==> src/rtl/ascon_rate_packer.sv <==
// rtl/ascon_rate_packer.sv - packs byte-counted message beats into ASCON rate blocks
// Ports:
//   clock_i, resetb_i        : clock, asynchronous active-low reset
//   rate_sel_i               : 0 = 8-byte rate, 1 = 16-byte rate (sampled on a message's first beat)
//   in_valid_i / in_ready_o  : input beat handshake
//   in_data_i, in_bytes_i    : MSB-aligned beat bytes and their count (clamped to NB_BITS_DATA/8)
//   in_last_i                : final beat of a message
//   out_valid_o / out_ready_i: output block handshake
//   out_data_o, out_bytes_o  : MSB-aligned rate block and its message-byte count
//   out_last_o               : final block of a message
// Build option: define ASCON_PAD_EN to append the 0x80 pad byte after the final residual.
module ascon_rate_packer #(
  parameter int NB_BITS_DATA = 64,
  parameter int BLOCK_W      = 128
) (
  input  logic                                clock_i,
  input  logic                                resetb_i,
  input  logic                                rate_sel_i,
  input  logic                                in_valid_i,
  output logic                                in_ready_o,
  input  logic [NB_BITS_DATA-1:0]             in_data_i,
  input  logic [$clog2(NB_BITS_DATA/8+1)-1:0] in_bytes_i,
  input  logic                                in_last_i,
  output logic                                out_valid_o,
  input  logic                                out_ready_i,
  output logic [BLOCK_W-1:0]                  out_data_o,
  output logic [4:0]                          out_bytes_o,
  output logic                                out_last_o
);
  localparam int IN_BYTES = NB_BITS_DATA / 8;
  localparam int CNT_W    = $clog2(IN_BYTES + 1);
  // Room for a nearly full rate block plus one more beat.
  localparam int ACC_W    = BLOCK_W + NB_BITS_DATA;
  localparam int FILL_W   = 6;
  localparam int SH_W     = FILL_W + 3;

  typedef enum logic [1:0] {ST_ACCUM, ST_FULL, ST_FINAL} state_e;

  state_e            state_q, state_d;
  logic [ACC_W-1:0]  acc_q, acc_d;
  logic [FILL_W-1:0] fill_q, fill_d;
  logic              rate_q, rate_d;          // 1 = 16-byte rate
  logic              in_msg_q, in_msg_d;      // a message is in progress, rate is locked
  logic              last_seen_q, last_seen_d;

  logic [CNT_W-1:0]        nb;
  logic [SH_W-1:0]         nb_sh, fill_sh, rate_sh;
  logic [NB_BITS_DATA-1:0] beat_bytes;
  logic [ACC_W-1:0]        beat_placed;
  logic [FILL_W-1:0]       new_fill, rate_bytes, beat_rate_bytes;
  logic                    beat_noop, beat_rate, in_acc, out_acc;
  logic [BLOCK_W-1:0]      rate_mask, block_data;
`ifdef ASCON_PAD_EN
  logic [BLOCK_W-1:0]      pad_vec;
`endif

  // Datapath helpers shared by next-state and output logic.
  always_comb begin
    nb              = (in_bytes_i > CNT_W'(IN_BYTES)) ? CNT_W'(IN_BYTES) : in_bytes_i;
    nb_sh           = SH_W'({nb, 3'b000});
    fill_sh         = {fill_q, 3'b000};
    // Drop bytes below the valid count so stale data never reaches the block.
    beat_bytes      = in_data_i & ~({NB_BITS_DATA{1'b1}} >> nb_sh);
    beat_placed     = {beat_bytes, {BLOCK_W{1'b0}}} >> fill_sh;
    new_fill        = fill_q + FILL_W'(nb);
    beat_noop       = (nb == '0) && !in_last_i;
    // The first beat of a message uses the live select; later beats use the latched one.
    beat_rate       = in_msg_q ? rate_q : rate_sel_i;
    beat_rate_bytes = beat_rate ? FILL_W'(16) : FILL_W'(8);
    rate_bytes      = rate_q ? FILL_W'(16) : FILL_W'(8);
    rate_sh         = {rate_bytes, 3'b000};
    rate_mask       = rate_q ? {BLOCK_W{1'b1}} : {{(BLOCK_W/2){1'b1}}, {(BLOCK_W/2){1'b0}}};
    block_data      = acc_q[ACC_W-1 -: BLOCK_W] & rate_mask;
    in_acc          = in_valid_i && in_ready_o;
    out_acc         = out_valid_o && out_ready_i;
`ifdef ASCON_PAD_EN
    pad_vec         = {8'h80, {(BLOCK_W-8){1'b0}}} >> fill_sh;
`endif
  end

  always_ff @(posedge clock_i or negedge resetb_i) begin
    if (!resetb_i) begin
      state_q     <= ST_ACCUM;
      acc_q       <= '0;
      fill_q      <= '0;
      rate_q      <= 1'b0;
      in_msg_q    <= 1'b0;
      last_seen_q <= 1'b0;
    end else begin
      state_q     <= state_d;
      acc_q       <= acc_d;
      fill_q      <= fill_d;
      rate_q      <= rate_d;
      in_msg_q    <= in_msg_d;
      last_seen_q <= last_seen_d;
    end
  end

  always_comb begin
    state_d     = state_q;
    acc_d       = acc_q;
    fill_d      = fill_q;
    rate_d      = rate_q;
    in_msg_d    = in_msg_q;
    last_seen_d = last_seen_q;
    case (state_q)
      ST_ACCUM: begin
        if (in_acc && !beat_noop) begin
          acc_d       = acc_q | beat_placed;
          fill_d      = new_fill;
          rate_d      = beat_rate;
          in_msg_d    = 1'b1;
          last_seen_d = in_last_i;
          if (new_fill >= beat_rate_bytes) begin
            state_d = ST_FULL;
          end else if (in_last_i) begin
            state_d = ST_FINAL;
          end
        end
      end
      ST_FULL: begin
        if (out_acc) begin
          acc_d  = acc_q << rate_sh;
          fill_d = fill_q - rate_bytes;
          if (!last_seen_q) begin
            state_d = ST_ACCUM;
`ifdef ASCON_PAD_EN
          end else begin
            state_d = ST_FINAL;
          end
`else
          end else if (fill_q != rate_bytes) begin
            state_d = ST_FINAL;
          end else begin
            // The full block was already the last one; the message ends here.
            state_d     = ST_ACCUM;
            in_msg_d    = 1'b0;
            last_seen_d = 1'b0;
          end
`endif
        end
      end
      ST_FINAL: begin
        if (out_acc) begin
          state_d     = ST_ACCUM;
          acc_d       = '0;
          fill_d      = '0;
          in_msg_d    = 1'b0;
          last_seen_d = 1'b0;
        end
      end
      default: state_d = ST_ACCUM;
    endcase
  end

  always_comb begin
    in_ready_o  = 1'b0;
    out_valid_o = 1'b0;
    out_data_o  = '0;
    out_bytes_o = '0;
    out_last_o  = 1'b0;
    case (state_q)
      ST_ACCUM: in_ready_o = 1'b1;
      ST_FULL: begin
        out_valid_o = 1'b1;
        out_data_o  = block_data;
        out_bytes_o = 5'(rate_bytes);
`ifdef ASCON_PAD_EN
        out_last_o  = 1'b0;
`else
        out_last_o  = last_seen_q && (fill_q == rate_bytes);
`endif
      end
      ST_FINAL: begin
        out_valid_o = 1'b1;
`ifdef ASCON_PAD_EN
        out_data_o  = block_data | pad_vec;
`else
        out_data_o  = block_data;
`endif
        out_bytes_o = 5'(fill_q);
        out_last_o  = 1'b1;
      end
      default: ;
    endcase
  end

endmodule

==> config.mk <==
export PLATFORM = sky130hd
export DESIGN_NAME = ascon_rate_packer
export DESIGN_NICKNAME = d
export VERILOG_FILES = /design/src/rtl/ascon_rate_packer.sv
export SDC_FILE = /design/constraint.sdc
export NUM_CORES = 1
export LEC_CHECK = 0
export CORE_UTILIZATION = 65
export CTS_CLUSTER_SIZE = 28
export DETAILED_ROUTE_END_ITERATION = 8
export DONT_BUFFER_PORTS = 1
export PLACE_DENSITY = 0.87
export SYNTH_ARGS = -nofsm -noshare
export SYNTH_HDL_FRONTEND = slang
export SYNTH_SLANG_ARGS = --single-unit
==> constraint.sdc <==
create_clock -name clock_i -period 7.4 [get_ports clock_i]
set_input_delay 1.48 -clock clock_i [delete_from_list [all_inputs] [get_ports clock_i]]
set_output_delay 1.48 -clock clock_i [all_outputs]
set_load 0.03 [all_outputs]
==> flow_summary_export.csv, run 1 <==
group,metric,value,unit
drt,drtAntennaViolNets,0,
final_layout,n_fill_cell,1552,
yosys,synth_edf_count,0,
drt,dr_wl_met3,9.59,mm
yosys,yosysSeqAreaShare,0.361,
sta,worst_pin_slew,1.27,ns
placed_design,hpwl,40.8,mm
sta,fin_crit,4.49,ns
sta,skew,0.00865,ns
drt,highest_layer,"met5",
setup_path,path_cells,"inv_1 > ha_1 > nand2_1 > nor4_1 > a31oi_1 > nor2_1",
die,fp.dieW,149,um
drt,drt_iter0_drc,2395,
sta,hold_violations,0,
setup_path,arrival,3.01,ns
setup_path,cp-end-kind,"primary output",
pwr,leakage,0.00617,uW
worst_hold_path,hp-class,"register to register",
final_layout,final_cells,1786,
yosys,syn-num-nets,1691,
cts,clockRootBuffer,"clkbuf_16",
sta,relSlewSlack,0.148,
placed_design,placed_area,0.0140,mm2
global_route,overflow,0,
die,io_pins,210,
setup_path,worstSetupPathType,"register to primary output",
global_route,grt_max_degree,204,
placed_design,io_buffers,0,
cts,cts_max_level,1,
yosys,ys.flop_type,"dfrtp_1",
yosys,syn_avg_cell_area,8.77,um2
setup_path,start_kind,"register",
die,start_util,0.667,
cts,clk_pin_slew,0.07,ns
cts,ctsHoldBuffers,0,
drt,routed_wl,59.0,mm
setup_path,cp_slowest_stage_delay,0.78,ns
cts,cts_buffers,22,
final_layout,syn_to_final_growth,5.05,%
final_layout,fin_area,0.0148,mm2
status,run_status,"complete, no violations",
final_layout,mostFrequentLayoutCells,"dfrtp_1, nand2_1, and3_1, mux2i_1, and2_1",
global_route,grt_pass1_vias,13900,
drt,avgRoutedWirePerCell,33.0,um
yosys,ys_seq_elements,203,
die,die-area,0.0222,mm2
die,core_area,0.0211,mm2
die,die_h,149,um
yosys,ys_async_sr_fraction,1.00,
cts,clock_path_buffers,3,
run,maxCapViolations,0,
sta,setup_violations,0,
drt,firstDrtPassIters,7,
sta,rsz0062_at_grt,"false",
global_route,grt_pass1_wl,87.8,mm
yosys,synthCells,1603,
placed_design,place.gp.congestion,1.06,
cts,insertion_delay,0.53,ns
sta,period_share,0.607,
sta,fmax,223,MHz
drt,route.met2.wl,24.8,mm
cts,post_cts_buffers,0,
setup_path,critPathMaxFanout,49,
setup_path,slowest_stage,"dfrtp_4",
cts,clock-sinks,203,
drt,viasPerCell,8.31,
yosys,synth.distinct_cells,67,
setup_path,cp.required,5.92,ns
die,rows,53,
pwr,power_density,452,mW/mm2
pwr,ir_drop,0.274,mV
sta,whs,0.482,ns
drt,drc,0,
sta,tns,0,ns
global_route,antenna_found_initial,1,
sta,final-max-slew-violation-count,0,
final_layout,num-nets-final,1583,
yosys,syn-cell-area,0.0141,mm2
cts,ctsResizeCount,0,
setup_path,path_delay_family,"simple AND/OR/NAND/NOR gates",
final_layout,drive_above_1_share,0.0742,
setup_path,critPathBufInv,1,
global_route,grt_usage,0.525,
drt,vias,14800,
placed_design,dp.cells,1746,
yosys,ys_warn_count,0,
drt,wl_met1,21.2,mm
cts,cts_tree,"built",
final_layout,final_common_cell,"dfrtp_1",
==> cells in the mapped netlist, types with 3 or more instances <==
master | count | area, um2
o21a_1 | 6 | 45.0
nand4_1 | 26 | 163
buf_2 | 12 | 60.1
clkbuf_1 | 133 | 499
o31ai_1 | 5 | 37.5
a221oi_1 | 34 | 298
a221o_1 | 26 | 260
and3_1 | 82 | 513
a21oi_1 | 40 | 200
nor3b_1 | 3 | 22.5
mux2_2 | 26 | 293
buf_1 | 16 | 60.1
nand3b_1 | 7 | 52.6
inv_1 | 18 | 67.6
a32oi_1 | 42 | 368
o211ai_1 | 37 | 278
a211oi_1 | 12 | 90.1
o22ai_1 | 67 | 419
nor2b_1 | 7 | 43.8
nor3_1 | 19 | 95.1
nor2_1 | 62 | 233
a31oi_1 | 30 | 188
a22o_1 | 30 | 263
nand2b_1 | 13 | 81.3
nand2_1 | 173 | 649
dfrtp_1 | 203 | 5080
a21o_1 | 6 | 45.0
a22oi_1 | 72 | 541
nor4_1 | 3 | 18.8
o21ai_0 | 57 | 285
and2_1 | 76 | 475
or4_1 | 6 | 45.0
mux2i_1 | 80 | 801
ha_1 | 12 | 150
o221ai_1 | 53 | 464
a32o_1 | 21 | 210
a222oi_1 | 10 | 100
nand3_1 | 38 | 190
==> metrics by stage <==
| stage | utilization | worst slack [ns] | power, uW |
|---|---|---|---|
| after floorplan | - | 3.19 | 4330 |
| after global placement | 0.666 | 3.27 | 5220 |
| after detailed placement | 0.666 | 3.08 | 5340 |
| after CTS | 0.700 | 2.93 | 6480 |
| after global routing | 0.700 | 2.67 | 6890 |
| final | 0.700 | 2.91 | 6670 |
==> where the power goes <==
group	leakage, uW	switching (uW)	internal, uW	total [uW]
Combinational	0.00304	2530	1060	3590
Sequential	0.00278	423	1540	1960
Clock	0.000353	481	644	1130
==> state kept, by name, indices dropped and copies added, names as in the netlist <==
name / cells
acc_q: 192
fill_q: 6
in_msg_q: 1
last_seen_q: 1
rate_q: 1
state_q: 2
==> tightest hold or removal path: cells and delay by family, from the launching register on <==
family	cells	cell delay [ns]
compound gates	1	0.06
flops	1	0.33
simple gates	1	0.05
==> metal layers <==
metal,track usage,vias to the layer above
met5,0,-
met4,0.238,2
met3,0.217,296
met2,0.767,1367
met1,0.676,7130
li1,-,6044
==> area by class of cell <==
cell class / count / area (um2) / share of cell area
Inverter: 20 / 75.1 / 0.00508
Clock buffer: 33 / 652 / 0.0441
Sequential cell: 203 / 5080 / 0.344
Clock inverter: 5 / 68.8 / 0.00466
Multi-Input combinational cell: 1217 / 8310 / 0.562
Antenna cell: 2 / 5.00 / 0.000339
Tap cell: 275 / 344 / 0.0233
Timing Repair Buffer: 31 / 233 / 0.0158
==> cells by family after synthesis <==
| logic type | Yosys count | synth area share |
|---|---|---|
| compound gates | 566 | 0.302 |
| xor+xnor | 3 | 0.00187 |
| buf+inv | 183 | 0.0510 |
| simple gates | 528 | 0.192 |
| flops | 203 | 0.361 |
| mux | 106 | 0.0778 |
| fa+ha+maj | 14 | 0.0135 |
==> worst paths after layout <==
kind,cells after the start,end,slack (ns),startpoint
max in group asynchronous,0,acc_q[25],6.30,resetb_i
setup reg to reg,9,acc_q[69],2.93,state_q[1]
hold reg to reg,2,acc_q[133],0.48,acc_q[133]
setup / recovery,6,out_last_o,2.91,rate_q
hold / removal,2,acc_q[133],0.48,acc_q[133]
min in group asynchronous,0,acc_q[188],0.65,resetb_i
Note: power is estimated with default switching activity, not from simulation.
==> inputs of run 2 (changes only) <==
==> constraint.sdc (replaced) <==
create_clock -name clock_i -period 4.35 [get_ports clock_i]
set_input_delay 0.87 -clock clock_i [delete_from_list [all_inputs] [get_ports clock_i]]
set_output_delay 0.87 -clock clock_i [all_outputs]
set_load 0.03 [all_outputs]
==> run 2 against run 1 <==
Against the previous run:
- the run now ends with design-rule violations left
- register-to-register slack lost 2.2 ns
- clock skew shrank 0.0029 ns
- die area is the same
- final area grew 0.63%
- sequential cell count is the same
- first-iteration DRC count grew 6.9%
- combinational power grew 70%
- sequential share of layout area shrank 0.21 points
- final cell count grew 0.50%
- critical path type unchanged
- highest routed layer unchanged
==> flow_summary_export.csv, run 2 (synthesized netlist as in run 1, its figures left out) <==
group,metric,value,unit
status,run_status,"complete, but fails checks",
status,violations,"design-rule violations",
setup_path,cp.required,3.48,ns
cts,clk_pin_slew,0.06,ns
final_layout,multi_input_area,0.00830,mm2
cts,clockRootBuffer,"clkbuf_16",
drt,avgRoutedWirePerCell,32.8,um
pwr,p_comb_frac,0.537,
die,fp.dieW,149,um
die,io_pins,210,
pwr,internal_power,5570,uW
die,rows,53,
drt,drt_iter0_drc,2560,
final_layout,max_flop_register,"acc_q",
setup_path,slowest_stage,"ha_4",
cts,cts_buffers,22,
sta,fmax,261,MHz
final_layout,n_fill_cell,1516,
sta,final-max-slew-violation-count,0,
global_route,met3_usage,0.200,
global_route,grt_pass1_wl,87.4,mm
setup_path,cpMostUsedCell,"inv_1",
setup_path,cp-end-kind,"primary output",
drt,viasPerCell,8.33,
setup_path,worstSetupPathType,"register to primary output",
sta,tns,0,ns
final_layout,mostFrequentLayoutCells,"dfrtp_1, nand2_1, and3_1, mux2i_1, and2_1",
sta,whs,0.0393,ns
placed_design,hpwl,41.5,mm
drt,drc,4,
run,maxCapViolations,0,
cts,cts_tree,"built",
setup_path,timing.rr.end,"acc_q[10]",
setup_path,cp_slowest_stage_delay,0.86,ns
final_layout,largest_register_ffs,192,
sta,setup_violations,0,
die,die_h,149,um
setup_path,reg2regPathDepth,7,
sta,relSlewSlack,0.201,
pwr,leakage,0.00623,uW
global_route,antenna_found_initial,1,
pwr,p_clk_frac,0.170,
drt,drtAntennaViolNets,0,
sta,period_share,0.880,
pwr,switchingPower,5830,uW
final_layout,seqCellArea,0.00508,mm2
sta,worst_pin_slew,1.20,ns
setup_path,reg2reg_from,"state_q[1]",
pwr,swShare,0.512,
sta,fin_crit,3.83,ns
pwr,ir_drop,0.522,mV
setup_path,critPathMaxFanout,84,
final_layout,final_cells,1795,
global_route,grt_use_met2,0.756,
final_layout,reg_top3,"acc_q: 192 flops, fill_q: 6 flops, state_q: 2 flops",
placed_design,dp.cells,1757,
global_route,grt_pass1_vias,14000,
sta,hold_violations,0,
drt,firstDrtPassIters,9,
global_route,globalRouteMet1Util,0.686,
final_layout,syn_to_final_growth,5.70,%
cts,clock_path_buffers,3,
cts,insertion_delay,0.52,ns
final_layout,drive_above_1_share,0.0822,
global_route,overflow,0,
sta,rsz0062_at_grt,"false",
sta,skew,0.00571,ns
pwr,power_frac_seq,0.293,
final_layout,num-nets-final,1594,
final_layout,antenna_cells,0,
die,start_util,0.667,
pwr,power_density,767,mW/mm2
placed_design,io_buffers,0,
setup_path,start_kind,"register",
drt,routed_wl,58.9,mm
cts,cts_max_level,1,
die,core_area,0.0211,mm2
final_layout,final_common_cell,"dfrtp_1",
global_route,grt_usage,0.522,
setup_path,path_cells,"inv_1 > ha_4 > inv_1 > nor2_1",
cts,post_cts_buffers,0,
die,die-area,0.0222,mm2
placed_design,place.gp.congestion,1.04,
global_route,grt_max_degree,204,
setup_path,reg2reg_setup_slack,0.70,ns
global_route,busiest_layer,"met2",
cts,ctsHoldBuffers,0,
setup_path,arrival,2.96,ns
drt,vias,14900,
cts,ctsResizeCount,0,
cts,clock-sinks,203,
worst_hold_path,hp-class,"primary input to asynchronous set/reset pin",
## run 2: layout make-up
cell class | count | share of cell area
clock buffer | 26 | 0.0401
clock inverter | 12 | 0.00926
inverter | 20 | 0.00505
multi-input combinational | 1217 | 0.558
sequential | 203 | 0.342
tap | 275 | 0.0232
timing repair buffer | 42 | 0.0221
## run 2: power by group through the flow
stage / logic [uW] / registers [uW] / clock network [uW]
6_report: 6110 / 3340 / 1940
5_1_grt: 6390 / 3400 / 1990
4_1_cts: 5840 / 3300 / 1920
3_5_place_dp: 5780 / 3320 / 0
3_3_place_gp: 5660 / 3260 / 0
2_1_floorplan: 4360 / 3000 / 0
## run 2: worst max-delay path, delay by kind of cell (launching register included)
family	cells	cell delay, ns
AND/OR/NAND/NOR	1	0.57
flip-flops	1	0.40
buffers and inverters	2	0.59
adder cells (fa/ha/maj)	1	0.86
## run 2: how the worst max path moves through the flow
stage	to	depth (start not counted)	from
finish	out_bytes_o[4]	4	state_q[1]
global route	out_data_o[43]	4	state_q[1]
global placement	acc_q[106]	6	in_bytes_i[0]
floorplan	state_q[1]	15	in_bytes_i[3]
CTS	out_bytes_o[4]	4	state_q[1]
detailed placement	acc_q[7]	7	state_q[1]
## run 2: stage by stage
step,setup WS [ns],power [uW],cell area (um2),util
after floorplan,0.750,7360,14100,-
after global placement,1.00,8920,14100,0.670
after detailed placement,0.890,9100,14100,0.670
after CTS,0.603,11100,14900,0.705
after global routing,0.487,11800,14900,0.705
final,0.521,11400,14900,0.705
## run 2: metal layers
layer / up-vias / wire [um]
met2: 1470 / 24600
li1: 6075 / -
met1: 7110 / 21200
met4: 2 / 3410
met5: - / 15
met3: 290 / 9670
